### config.mk
export PLATFORM = sky130hd
export DESIGN_NAME = imc_result_collector_flat
export DESIGN_NICKNAME = d
export VERILOG_FILES = /design/src/rtl/imc_pkg.sv /design/src/rtl/imc_result_collector_if.sv /design/src/rtl/imc_result_collector_fifo.sv /design/src/rtl/imc_result_collector.sv /design/src/flat_wrapper.sv
export SDC_FILE = /design/constraint.sdc
export NUM_CORES = 1
export LEC_CHECK = 0
export CORE_MARGIN = 10
export CORE_UTILIZATION = 39
export DETAILED_ROUTE_END_ITERATION = 10
export GPL_TIMING_DRIVEN = 0
export HOLD_SLACK_MARGIN = 0.1
export PLACE_DENSITY = 0.66
export RECOVER_POWER = 100
export SETUP_SLACK_MARGIN = 0.5
export SYNTH_ARGS = -nofsm -noshare
export SYNTH_HDL_FRONTEND = slang
export SYNTH_SLANG_ARGS = --single-unit
### constraint.sdc
create_clock -name clk -period 2.94 [get_ports clk]
set_input_delay 0.588 -clock clk [delete_from_list [all_inputs] [get_ports clk]]
set_output_delay 0.588 -clock clk [all_outputs]
set_load 0.01 [all_outputs]
### src/rtl/imc_pkg.sv
// Shared constants, FSM state type and saturating-add helper for the IMC result collector.
package imc_pkg;

  localparam int ADC_WIDTH  = 4;
  localparam int COL_W      = 4;
  localparam int SUM_WIDTH  = 12;
  localparam int FIFO_DEPTH = 16;
  localparam int PTR_W      = 4;
  localparam int ENTRY_W    = 1 + COL_W + SUM_WIDTH;

  localparam logic ENTRY_READ = 1'b0;
  localparam logic ENTRY_MAC  = 1'b1;

  typedef enum logic [1:0] {
    ST_IDLE    = 2'd0,
    ST_MAC_ACC = 2'd1,
    ST_MAC_FIN = 2'd2
  } imc_state_e;

  // Accumulate one ADC code, clamping at all-ones instead of wrapping.
  function automatic logic [SUM_WIDTH-1:0] sat_add(input logic [SUM_WIDTH-1:0] acc,
                                                   input logic [ADC_WIDTH-1:0] code);
    logic [SUM_WIDTH:0] sum_s;
    sum_s = {1'b0, acc} + {{(SUM_WIDTH + 1 - ADC_WIDTH){1'b0}}, code};
    if (sum_s[SUM_WIDTH]) begin
      sat_add = {SUM_WIDTH{1'b1}};
    end else begin
      sat_add = sum_s[SUM_WIDTH-1:0];
    end
  endfunction

endpackage

### src/rtl/imc_result_collector_if.sv
// Wishbone-facing read port of the result collector: pop request, data and FIFO status.
interface imc_result_collector_if
  import imc_pkg::*;
();

  logic               rd_en;
  logic [ENTRY_W-1:0] rd_data;
  logic               rd_valid;
  logic               empty;
  logic               full;
  logic [PTR_W:0]     count;

  modport master (output rd_en, input rd_data, rd_valid, empty, full, count);
  modport slave  (input rd_en, output rd_data, rd_valid, empty, full, count);

endinterface

### src/rtl/imc_result_collector_fifo.sv
// Synchronous result FIFO; a pop accepted at one edge presents its data after the following edge.
module imc_result_fifo
  import imc_pkg::*;
#(
  parameter int DATA_W = ENTRY_W,
  parameter int DEPTH  = FIFO_DEPTH,
  parameter int AW     = PTR_W
) (
  input  logic              clk,
  input  logic              rst,
  input  logic              push,
  input  logic [DATA_W-1:0] push_data,
  input  logic              pop,
  output logic [DATA_W-1:0] rd_data,
  output logic              rd_valid,
  output logic              empty,
  output logic              full,
  output logic [AW:0]       count,
  output logic              drop
);

  logic [DATA_W-1:0] mem_r [DEPTH];
  logic [AW-1:0]     wr_ptr_r;
  logic [AW-1:0]     rd_ptr_r;
  logic [AW:0]       count_r;
  logic [AW:0]       count_nxt_s;
  logic              empty_r;
  logic              full_r;
  logic [DATA_W-1:0] pop_data_r;
  logic              pop_pend_r;
  logic [DATA_W-1:0] rd_data_r;
  logic              rd_valid_r;
  logic              pop_ok_s;
  logic              push_ok_s;

  // A full FIFO still accepts a push when a pop frees a slot in the same cycle.
  always_comb begin
    pop_ok_s    = pop & ~empty_r;
    push_ok_s   = push & (~full_r | pop_ok_s);
    drop        = push & ~push_ok_s;
    count_nxt_s = count_r;
    case ({push_ok_s, pop_ok_s})
      2'b10:   count_nxt_s = count_r + {{AW{1'b0}}, 1'b1};
      2'b01:   count_nxt_s = count_r - {{AW{1'b0}}, 1'b1};
      default: count_nxt_s = count_r;
    endcase
  end

  // Storage array; contents are meaningless after reset since the pointers restart.
  always_ff @(posedge clk) begin
    if (push_ok_s) begin
      mem_r[wr_ptr_r] <= push_data;
    end
  end

  // Pointers, occupancy flags and the two-stage read return path.
  always_ff @(posedge clk or negedge rst) begin
    if (!rst) begin
      wr_ptr_r   <= {AW{1'b0}};
      rd_ptr_r   <= {AW{1'b0}};
      count_r    <= {(AW + 1){1'b0}};
      empty_r    <= 1'b1;
      full_r     <= 1'b0;
      pop_data_r <= {DATA_W{1'b0}};
      pop_pend_r <= 1'b0;
      rd_data_r  <= {DATA_W{1'b0}};
      rd_valid_r <= 1'b0;
    end else begin
      if (push_ok_s) begin
        wr_ptr_r <= wr_ptr_r + {{(AW - 1){1'b0}}, 1'b1};
      end
      if (pop_ok_s) begin
        rd_ptr_r   <= rd_ptr_r + {{(AW - 1){1'b0}}, 1'b1};
        pop_data_r <= mem_r[rd_ptr_r];
      end
      count_r    <= count_nxt_s;
      empty_r    <= (count_nxt_s == {(AW + 1){1'b0}});
      full_r     <= (count_nxt_s == (AW + 1)'(DEPTH));
      pop_pend_r <= pop_ok_s;
      rd_valid_r <= pop_pend_r;
      if (pop_pend_r) begin
        rd_data_r <= pop_data_r;
      end
    end
  end

  assign rd_data  = rd_data_r;
  assign rd_valid = rd_valid_r;
  assign empty    = empty_r;
  assign full     = full_r;
  assign count    = count_r;

endmodule

### src/rtl/imc_result_collector.sv
// Collects decoder-strobed CSA read bits and ADC samples, tags them with the column,
// accumulates MAC partial sums and queues every result for the wishbone read side.
module imc_result_collector
  import imc_pkg::*;
(
  input  logic                   clk,
  input  logic                   rst,
  input  logic                   saen_csa1,
  input  logic                   saen_csa2,
  input  logic                   csa1_out,
  input  logic                   csa2_out,
  input  logic                   clk_en_adc1,
  input  logic                   clk_en_adc2,
  input  logic [ADC_WIDTH-1:0]   adc1_code,
  input  logic [ADC_WIDTH-1:0]   adc2_code,
  input  logic [COL_W-1:0]       col_tag,
  input  logic                   mac_last,
  imc_result_collector_if.slave  rd_bus,
  output logic [SUM_WIDTH-1:0]   mac_sum,
  output logic                   mac_done,
  output logic                   overflow,
  output logic                   protocol_err
);

  imc_state_e           state_r;
  imc_state_e           state_nxt_s;
  logic                 saen1_prev_r;
  logic                 saen2_prev_r;
  logic [SUM_WIDTH-1:0] mac_sum_r;
  logic [SUM_WIDTH-1:0] mac_sum_nxt_s;
  logic                 mac_done_r;
  logic                 mac_done_nxt_s;
  logic                 overflow_r;
  logic                 protocol_err_r;
  logic                 err_s;
  logic                 rise1_s;
  logic                 rise2_s;
  logic                 rise_any_s;
  logic                 adc_any_s;
  logic                 adc_both_s;
  logic [ADC_WIDTH-1:0] adc_code_s;
  logic [SUM_WIDTH-1:0] adc_ext_s;
  logic                 read_bit_s;
  logic                 push_s;
  logic [ENTRY_W-1:0]   push_data_s;
  logic                 drop_s;

  // Strobe decode; CSA1 and ADC1 win when both channels fire together.
  always_comb begin
    rise1_s    = saen_csa1 & ~saen1_prev_r;
    rise2_s    = saen_csa2 & ~saen2_prev_r;
    rise_any_s = rise1_s | rise2_s;
    adc_any_s  = clk_en_adc1 | clk_en_adc2;
    adc_both_s = clk_en_adc1 & clk_en_adc2;
    if (clk_en_adc1) begin
      adc_code_s = adc1_code;
    end else begin
      adc_code_s = adc2_code;
    end
    if (rise1_s) begin
      read_bit_s = csa1_out;
    end else begin
      read_bit_s = csa2_out;
    end
    adc_ext_s = {{(SUM_WIDTH - ADC_WIDTH){1'b0}}, adc_code_s};
  end

  // Next-state, push and error decisions for the collector FSM.
  always_comb begin
    state_nxt_s    = state_r;
    mac_sum_nxt_s  = mac_sum_r;
    mac_done_nxt_s = 1'b0;
    push_s         = 1'b0;
    push_data_s    = {ENTRY_W{1'b0}};
    err_s          = 1'b0;
    case (state_r)
      ST_IDLE: begin
        if (adc_any_s) begin
          push_s        = 1'b1;
          push_data_s   = {ENTRY_MAC, col_tag, adc_ext_s};
          mac_sum_nxt_s = adc_ext_s;
          err_s         = adc_both_s | rise_any_s;
          if (mac_last) begin
            state_nxt_s    = ST_MAC_FIN;
            mac_done_nxt_s = 1'b1;
          end else begin
            state_nxt_s = ST_MAC_ACC;
          end
        end else if (rise_any_s) begin
          push_s      = 1'b1;
          push_data_s = {ENTRY_READ, col_tag, {(SUM_WIDTH - 1){1'b0}}, read_bit_s};
          err_s       = rise1_s & rise2_s;
        end else begin
          push_s = 1'b0;
        end
      end
      ST_MAC_ACC: begin
        if (adc_any_s) begin
          push_s        = 1'b1;
          push_data_s   = {ENTRY_MAC, col_tag, adc_ext_s};
          mac_sum_nxt_s = sat_add(mac_sum_r, adc_code_s);
          err_s         = adc_both_s | rise_any_s;
          if (mac_last) begin
            state_nxt_s    = ST_MAC_FIN;
            mac_done_nxt_s = 1'b1;
          end else begin
            state_nxt_s = ST_MAC_ACC;
          end
        end else begin
          err_s = rise_any_s;
        end
      end
      ST_MAC_FIN: begin
        // Strobes landing on the completion cycle have nowhere legal to go.
        state_nxt_s = ST_IDLE;
        err_s       = adc_any_s | rise_any_s;
      end
      default: begin
        state_nxt_s = ST_IDLE;
      end
    endcase
  end

  // FSM state, accumulator, strobe history and sticky flags.
  always_ff @(posedge clk or negedge rst) begin
    if (!rst) begin
      state_r        <= ST_IDLE;
      saen1_prev_r   <= 1'b0;
      saen2_prev_r   <= 1'b0;
      mac_sum_r      <= {SUM_WIDTH{1'b0}};
      mac_done_r     <= 1'b0;
      overflow_r     <= 1'b0;
      protocol_err_r <= 1'b0;
    end else begin
      state_r        <= state_nxt_s;
      saen1_prev_r   <= saen_csa1;
      saen2_prev_r   <= saen_csa2;
      mac_sum_r      <= mac_sum_nxt_s;
      mac_done_r     <= mac_done_nxt_s;
      overflow_r     <= overflow_r | drop_s;
      protocol_err_r <= protocol_err_r | err_s;
    end
  end

  imc_result_fifo #(
    .DATA_W (ENTRY_W),
    .DEPTH  (FIFO_DEPTH),
    .AW     (PTR_W)
  ) u_fifo (
    .clk       (clk),
    .rst       (rst),
    .push      (push_s),
    .push_data (push_data_s),
    .pop       (rd_bus.rd_en),
    .rd_data   (rd_bus.rd_data),
    .rd_valid  (rd_bus.rd_valid),
    .empty     (rd_bus.empty),
    .full      (rd_bus.full),
    .count     (rd_bus.count),
    .drop      (drop_s)
  );

  assign mac_sum      = mac_sum_r;
  assign mac_done     = mac_done_r;
  assign overflow     = overflow_r;
  assign protocol_err = protocol_err_r;

endmodule

### src/flat_wrapper.sv
// flat-port wrapper written by rule: the top's interface ports become plain ports
module imc_result_collector_flat import imc_pkg::*;
  (clk, rst, saen_csa1, saen_csa2, csa1_out, csa2_out, clk_en_adc1, clk_en_adc2, adc1_code, adc2_code, col_tag, mac_last, mac_sum, mac_done, overflow, protocol_err, rd_bus_rd_en, rd_bus_rd_data, rd_bus_rd_valid, rd_bus_empty, rd_bus_full, rd_bus_count);
  imc_result_collector_if rd_bus_i ();
  input  logic clk;
  input  logic rst;
  input  logic saen_csa1;
  input  logic saen_csa2;
  input  logic csa1_out;
  input  logic csa2_out;
  input  logic clk_en_adc1;
  input  logic clk_en_adc2;
  input  logic [ADC_WIDTH-1:0] adc1_code;
  input  logic [ADC_WIDTH-1:0] adc2_code;
  input  logic [COL_W-1:0] col_tag;
  input  logic mac_last;
  output logic [SUM_WIDTH-1:0] mac_sum;
  output logic mac_done;
  output logic overflow;
  output logic protocol_err;
  input wire logic [$bits(rd_bus_i.rd_en)-1:0] rd_bus_rd_en;
  output wire logic [$bits(rd_bus_i.rd_data)-1:0] rd_bus_rd_data;
  output wire logic [$bits(rd_bus_i.rd_valid)-1:0] rd_bus_rd_valid;
  output wire logic [$bits(rd_bus_i.empty)-1:0] rd_bus_empty;
  output wire logic [$bits(rd_bus_i.full)-1:0] rd_bus_full;
  output wire logic [$bits(rd_bus_i.count)-1:0] rd_bus_count;
  assign rd_bus_i.rd_en = rd_bus_rd_en;
  assign rd_bus_rd_data = rd_bus_i.rd_data;
  assign rd_bus_rd_valid = rd_bus_i.rd_valid;
  assign rd_bus_empty = rd_bus_i.empty;
  assign rd_bus_full = rd_bus_i.full;
  assign rd_bus_count = rd_bus_i.count;
  imc_result_collector u_core (.clk(clk), .rst(rst), .saen_csa1(saen_csa1), .saen_csa2(saen_csa2), .csa1_out(csa1_out), .csa2_out(csa2_out), .clk_en_adc1(clk_en_adc1), .clk_en_adc2(clk_en_adc2), .adc1_code(adc1_code), .adc2_code(adc2_code), .col_tag(col_tag), .mac_last(mac_last), .rd_bus(rd_bus_i), .mac_sum(mac_sum), .mac_done(mac_done), .overflow(overflow), .protocol_err(protocol_err));
endmodule
# Word level (Yosys, flattened, before mapping)
# Memory sizes are Yosys's and may differ from the RTL's. A register that Yosys moved wholly into a read port is not among the register bits.
# Index checks and enable logic that the tools add are counted.
[classes] bitwise_logic=19 add_sub_neg=5 mux=27 reduce_logical=6 n_eq_ne=8
[ops] cell="two-way mux 12 bit" n=3
[ops] cell="two-way mux 17 bit" n=2
[ops] cell="one-hot mux 17 bit (2 select lines)" n=1
[ops] cell="one-hot mux 12 bit (2 select lines)" n=1
[ops] cell="two-way mux 16 bit" n=1
[ops] cell="adder 12 x 4 -> 13 bit" n=1
[ops] cell="two-way mux 1 bit" n=12
[ops] cell="one-hot mux 5 bit (2 select lines)" n=1
[ops] cell="adder 4 x 1 -> 4 bit (second input constant)" n=2
[ops] cell="AND 1 bit" n=7
[ops] cell="bitwise OR 1 bit" n=7
[ops] cell="two-way mux 2 bit" n=3
[ops] cell="inequality test 2 x 1 -> 1 bit (second input constant)" n=3
[ops] cell="adder 5 x 1 -> 5 bit (second input constant)" n=1
[ops] cell="equality test 5 bit (second input constant)" n=1
[ops] cell="zero test 5 bit" n=1
[ops] cell="inverter 1 bit" n=5
[ops] cell="subtractor 5 x 1 -> 5 bit (second input constant)" n=1
[ops] cell="equality test 2 x 1 -> 1 bit (second input constant)" n=2
[ops] cell="equality test 2 bit (second input constant)" n=2
[ops] cell="two-way mux 4 bit" n=1
[ops] cell="one-hot mux 1 bit (3 select lines)" n=1
[ops] cell="AND reduction 3 bit" n=1
[ops] cell="zero test 2 bit" n=1
[ops] cell="4 further kinds" n=4
[totals] mem_count=1 mem_bits_rw=272 output_inout_bits=40 reg_bits=53 in_bits=22 wordCells=81
[mem_list] memory="u_core.u_fifo.mem_r" depth=16 word_bits=17 read_ports=1 rd_clocked_by_memory_dff=1 write_ports=1 line="imc_result_collector_fifo.sv:22" rtl="logic [DATA_W-1:0] mem_r [DEPTH];"

# Depth between registers and ports, before layout
[depth] depth_word=10 mapped_depth=13 depth_no_buf=12

# Hierarchy
# A second synthesis with hierarchy kept.
[unflattened] cells_unflattened=729 area_unflattened_um2=13844.5
[by_module_without_submodules] mod="imc_result_fifo" seq_area_each_um2=9445.3 n_inst=1 cells_per_inst=594 area_per_inst_um2=12588.3
[by_module_without_submodules] mod="imc_result_collector" seq_area_each_um2=475.5 n_inst=1 cells_per_inst=135 area_per_inst_um2=1256.2

# Least setup slack after synthesis
# No wires, ideal clock.
[synth_path] path_kind="input -> register" startpoint="in saen_csa2" endpoint="reg u_core.u_fifo.full_r, in the netlist u_core.u_fifo.full" required_time_ns=2.852 n_path_buf=1 stages=13 setup_ns=0.088 arrival_ns=3.064 setup_slack_ns=-0.212 path_cell_list="nor2b_1 > o21bai_2 > a221oi_4 > inv_1 > ha_1 > buf_2 > xor2_1 > ha_1 > a21oi_1 > mux2i_1 > xnor2_1 > or2_2 > nor3b_1"
[synth_via] elab_chain_cells=9 word_cells_on_any_way=10 classes_between="eq/ne (3); mux (4); bitwise (3)"
[synth_rtl] element="from (decl)" line="flat_wrapper.sv:8" rtl="input logic saen_csa2;"
[synth_rtl] element="AND 1 bit (*)" line="imc_result_collector.sv:51" rtl="rise2_s = saen_csa2 & ~saen2_prev_r;"
[synth_rtl] element="bitwise OR 1 bit (*)" line="imc_result_collector.sv:52" rtl="rise_any_s = rise1_s | rise2_s;"
[synth_rtl] element="two-way mux 1 bit (*)" line="imc_result_collector.sv:89" rtl="end else if (rise_any_s) begin"
[synth_rtl] element="two-way mux 1 bit (*)" line="imc_result_collector.sv:78" rtl="if (adc_any_s) begin"
[synth_rtl] element="one-hot mux 1 bit (2 select lines) (*)" line="imc_result_collector.sv:76" rtl="case (state_r)"
[synth_rtl] element="AND 1 bit (*)" line="imc_result_collector_fifo.sv:39" rtl="push_ok_s = push & (~full_r | pop_ok_s);"
[synth_rtl] element="equality test 2 x 1 -> 1 bit or equality test 2 bit (tied branches)" line="imc_result_collector_fifo.sv:42" rtl="case ({push_ok_s, pop_ok_s})"
[synth_rtl] element="one-hot mux 5 bit (2 select lines) (*)" line="imc_result_collector_fifo.sv:42"
[synth_rtl] element="net u_core.u_fifo.count_nxt_s[2]" line="imc_result_collector_fifo.sv:26" rtl="logic [AW:0] count_nxt_s;"
[synth_rtl] element="equality test 5 bit (*)" line="imc_result_collector_fifo.sv:78" rtl="full_r <= (count_nxt_s == (AW + 1)'(DEPTH));"
[synth_rtl] element="to (signal assigned)" line="imc_result_collector_fifo.sv:78"
[synth_rtl] element="to (decl)" line="imc_result_collector_fifo.sv:28" rtl="logic full_r;"
# Mark *: on every way through the listed nets, which the timed path passes. The rest lies on a longest branch.
# A chain may end at the register's enable or synchronous reset.

# Worst setup path after layout
[layout_path] startpoint="in rd_bus_rd_en" endpoint="reg u_core.u_fifo.empty_r, in the netlist u_core.u_fifo.empty"
[layout_via] elab_chain_cells=6 word_cells_on_any_way=7 classes_between="eq/ne (2); mux (1); bitwise (3); reduce/logical (1)"
[layout_rtl] element="from (decl)" line="flat_wrapper.sv:21" rtl="input wire logic [$bits(rd_bus_i.rd_en)-1:0] rd_bus_rd_en;"
[layout_rtl] element="AND 1 bit (*)" line="imc_result_collector_fifo.sv:38" rtl="pop_ok_s = pop & ~empty_r;"
[layout_rtl] element="net u_core.u_fifo.pop_ok_s" line="imc_result_collector_fifo.sv:33" rtl="logic pop_ok_s;"
[layout_rtl] element="bitwise OR 1 bit" line="imc_result_collector_fifo.sv:39"
[layout_rtl] element="AND 1 bit" line="imc_result_collector_fifo.sv:39"
[layout_rtl] element="equality test 2 x 1 -> 1 bit or equality test 2 bit (tied branches)" line="imc_result_collector_fifo.sv:42"
[layout_rtl] element="one-hot mux 5 bit (2 select lines) (*)" line="imc_result_collector_fifo.sv:42"
[layout_rtl] element="net u_core.u_fifo.count_nxt_s[4]" line="imc_result_collector_fifo.sv:26"
[layout_rtl] element="zero test 5 bit (*)" line="imc_result_collector_fifo.sv:77" rtl="empty_r <= (count_nxt_s == {(AW + 1){1'b0}});"
[layout_rtl] element="to (signal assigned)" line="imc_result_collector_fifo.sv:77"
[layout_rtl] element="to (decl)" line="imc_result_collector_fifo.sv:27" rtl="logic empty_r;"
# Marked as above.

==> out/metrics.cfg <==
[synthesis]
ys_seq_area_frac=0.677
synth_area_mm2=0.00838
yosys_most_used_dff=edfxtp_1
async_flop_share=0.273
synthTopCellsByArea=edfxtp_1 (52%), dfrtp_1 (16%), mux4_2 (9.7%)
synthCells=523
synth_largest_area_cell=edfxtp_1
synth_top_area_frac=0.516
synth_edf_count=144
ys_ff_latch=198
yosys_warnings=0
synthMostInstantiatedCell=edfxtp_1
syn_area_per_cell_um2=16.0
synth_cell_types=57
yosys-top-cells-count=edfxtp_1 (144), dfrtp_1 (53), mux4_2 (36), nor2_1 (32), a21oi_1 (29)

[critical_path]
crit_path_top_delay_cell=clkdlybuf4s50_1
r2r-start=u_core.saen1_prev_r$_DFF_PN0_
path_buf_inv=6
r2r_end=u_core.u_fifo.full$_DFF_PN0_
critPathTopFamily=buffers and inverters
critPathKind=input port to flip-flop
r2r_cells=14
slowest_delay_ns=0.47
path_cells=clkdlybuf4s50_1, nand2b_2, buf_4, clkinvlp_2, clkbuf_1, ha_1, buf_2, a221oi_2, o221ai_2, xnor2_2, buf_4, nor3_2
path_common_cell=buf_4
cp-start-kind=input port
cp-end-kind=flip-flop
crit_arrival_ns=3.19
crit_fanout=8
reg2reg_slack_ns=0.14
cp.required_ns=3.29

[global_route]
antenna_found_initial=0
use_met2=0.208
grt-ovfl-total=0
grt_pass1_wl_mm=28.3
grt_start_max_net_pins=32
use_met1=0.164
grt_usage=0.129
grt_pass1_vias=5031
met3_usage=0.0367
gr-max-usage-layer=met2

[die]
die_width_um=167
start_util=0.398
die_h_um=167
num_rows=53
core_area_mm2=0.0211
num_io_pins=62
die_area_mm2=0.0278

[detailed_routing]
dr.pass1.iters=5
vias=4755
route.detailed.wl_per_inst_um=19.3
viasPerCell=5.22
drt_iter0_drc=287
antenna_left=0
drt_wl_total_mm=17.6
drc=0

[cts]
cts_hold_buf=0
clock_sinks=198
ctsLongestPathBuffers=2
clock_latency_ns=0.42
clk_transition_reported_paths_ns=0.07
h-tree-depth=4
cts_tree=built
cts.root.buffer_cell=clkbuf_16
cts_buffers=17

[sta]
fin_tns_setup_ns=0
clock.fmax_ghz=0.352
setup_ws_ns=0.100
slew_violations=49
setup_viol=0
rsz0062_at_grt=yes
finalHoldViolCount=0
skew_ns=0.0103
fin_crit_sh=0.966
slew_headroom=-0.204
period_needed_ns=2.84
worstMarginPinSlew_ns=1.81

[job]
timing.max_cap.violations=2

[hold_path]
min_path_cells=0
min-delay-start=u_core.u_fifo.pop_pend_r$_DFF_PN0_
hold_end=u_core.u_fifo.rd_valid$_DFF_PN0_
hp-class=flip-flop to flip-flop

[power_and_ir_drop]
vdd_drop_max_v=0.000482
p_total_w=0.00914
p_per_area_mw_per_mm2=891
leakage_nw=3.71

[place]
dp_slack_ns=-0.813
place.gp.congestion=0.851
dp_cells=859
dp_hpwl_mm=12.0
io_buffers=52

[run_status]
violations=capacitance limit, slew limit
status=finished, violations left

[cells_and_area]
area_growth_pct=22.5
antenna_cells=0
final_cells=911
utilization=0.487
nets=658
drive_gt1_frac=0.270

[what timing repair did]
action,CTS,global route
pin swaps,7,11
setup endpoints to repair,259,146
gates resized for setup,19,27
setup buffers,13,7
[metrics by stage]
| step | instance area, um^2 | hold WS [ns] |
|---|---|---|
| 6_report | 10300 | 0.376 |
| 5_1_grt | 10300 | 0.382 |
| 4_1_cts | 10100 | 0.246 |
| 3_5_place_dp | 9410 | 0.360 |
| 3_3_place_gp | 9380 | 0.357 |
| 2_1_floorplan | 8510 | 0.292 |
[cells in the final DEF (no fill, tap or decap), types with 15 or more instances in the layout]
cell             Yosys  final
a21oi_1             29     26
buf_4               10     25
clkbuf_1             8     15
clkbuf_16            0     17
clkdlybuf4s50_1      0     39
dfrtp_1             53     53
edfxtp_1           144    144
mux2i_1             21     20
mux4_2              36     36
nand2_1             20     20
nor2_1              32     19
o21ai_0             23     18
[worst register-to-register path, cell delays in order, from the launching register on]
cell and delay [ns]:
dfrtp_1 0.36, and2b_2 0.24, o21bai_4 0.08, a221oi_4 0.28, inv_1 0.10, ha_2 0.18
buf_6 0.12, xor2_2 0.13, ha_2 0.19, buf_6 0.12, a21oi_4 0.12, mux2i_1 0.24
xnor2_1 0.11, or2_4 0.26, nor3b_4 0.18
[routing by layer]
layer / part of all wire / up-vias
met5: 0 / -
met4: 0.016 / 0
met3: 0.064 / 21
met2: 0.49 / 151
met1: 0.43 / 2406
li1: - / 2177
[layout make-up]
| cell class | instances | area, um^2 |
|---|---|---|
| clock inverters | 11 | 113 |
| multi-input cells | 287 | 2750 |
| inverters | 12 | 46.3 |
| plain buffers | 33 | 195 |
| clock buffers | 21 | 450 |
| fillers | 1773 | 10800 |
| repair buffers | 74 | 692 |
| well taps | 275 | 344 |
| flip-flops and latches | 198 | 5680 |
[flip-flops by register name (all words and copies together), names as in the netlist]
| signal | count |
|---|---|
| u_core.u_fifo.pop_pend_r | 1 |
| u_core.u_fifo.empty | 1 |
| u_core.overflow | 1 |
| u_core.u_fifo.rd_data | 9 |
| u_core.protocol_err | 1 |
| u_core.state_r | 2 |
| u_core.saen2_prev_r | 1 |
| u_core.u_fifo.mem_r | 144 |
| u_core.u_fifo.pop_data_r | 9 |
| u_core.u_fifo.count | 5 |
| u_core.mac_sum | 12 |
| u_core.u_fifo.full | 1 |
| u_core.mac_done | 1 |
| u_core.u_fifo.wr_ptr_r | 4 |
| u_core.u_fifo.rd_ptr_r | 4 |
| u_core.u_fifo.rd_valid | 1 |
| u_core.saen1_prev_r | 1 |
[cells by family (layout without fill, tap and decap cells)]
kind of cell               after synthesis  after routing  share of synthesized area
and+or+nand+nor                         97             97                     0.0573
DFF                                    198            198                      0.677
AOI/OAI and AO/OA                       86             86                     0.0654
other                                    1              8                   0.000447
buffers and inverters                   45            151                     0.0266
muxes                                   70             70                      0.139
xor gates and xnor gates                13             13                     0.0136
adders and majority gates               13             13                     0.0203
[report_power, final]
group,switching (W),internal (W)
registers,0.000236,0.00356
clock network,0.00100,0.00121
logic,0.00164,0.00150
[worst max-delay path by stage]
stage,slack [ns],start,cells after the start,end
final,0.10,rd_bus_rd_en,12,u_core.u_fifo.empty$_DFF_PN1_
after global routing,-0.02,rd_bus_rd_en,12,u_core.u_fifo.empty$_DFF_PN1_
after CTS,0.16,u_core.saen1_prev_r$_DFF_PN0_,14,u_core.u_fifo.full$_DFF_PN0_
after detailed placement,-0.81,saen_csa1,14,u_core.u_fifo.full$_DFF_PN0_
after global placement,-0.72,saen_csa1,14,u_core.u_fifo.full$_DFF_PN0_
after floorplan,0.002,saen_csa1,13,u_core.u_fifo.full$_DFF_PN0_
(Power assumes the default switching activity.)
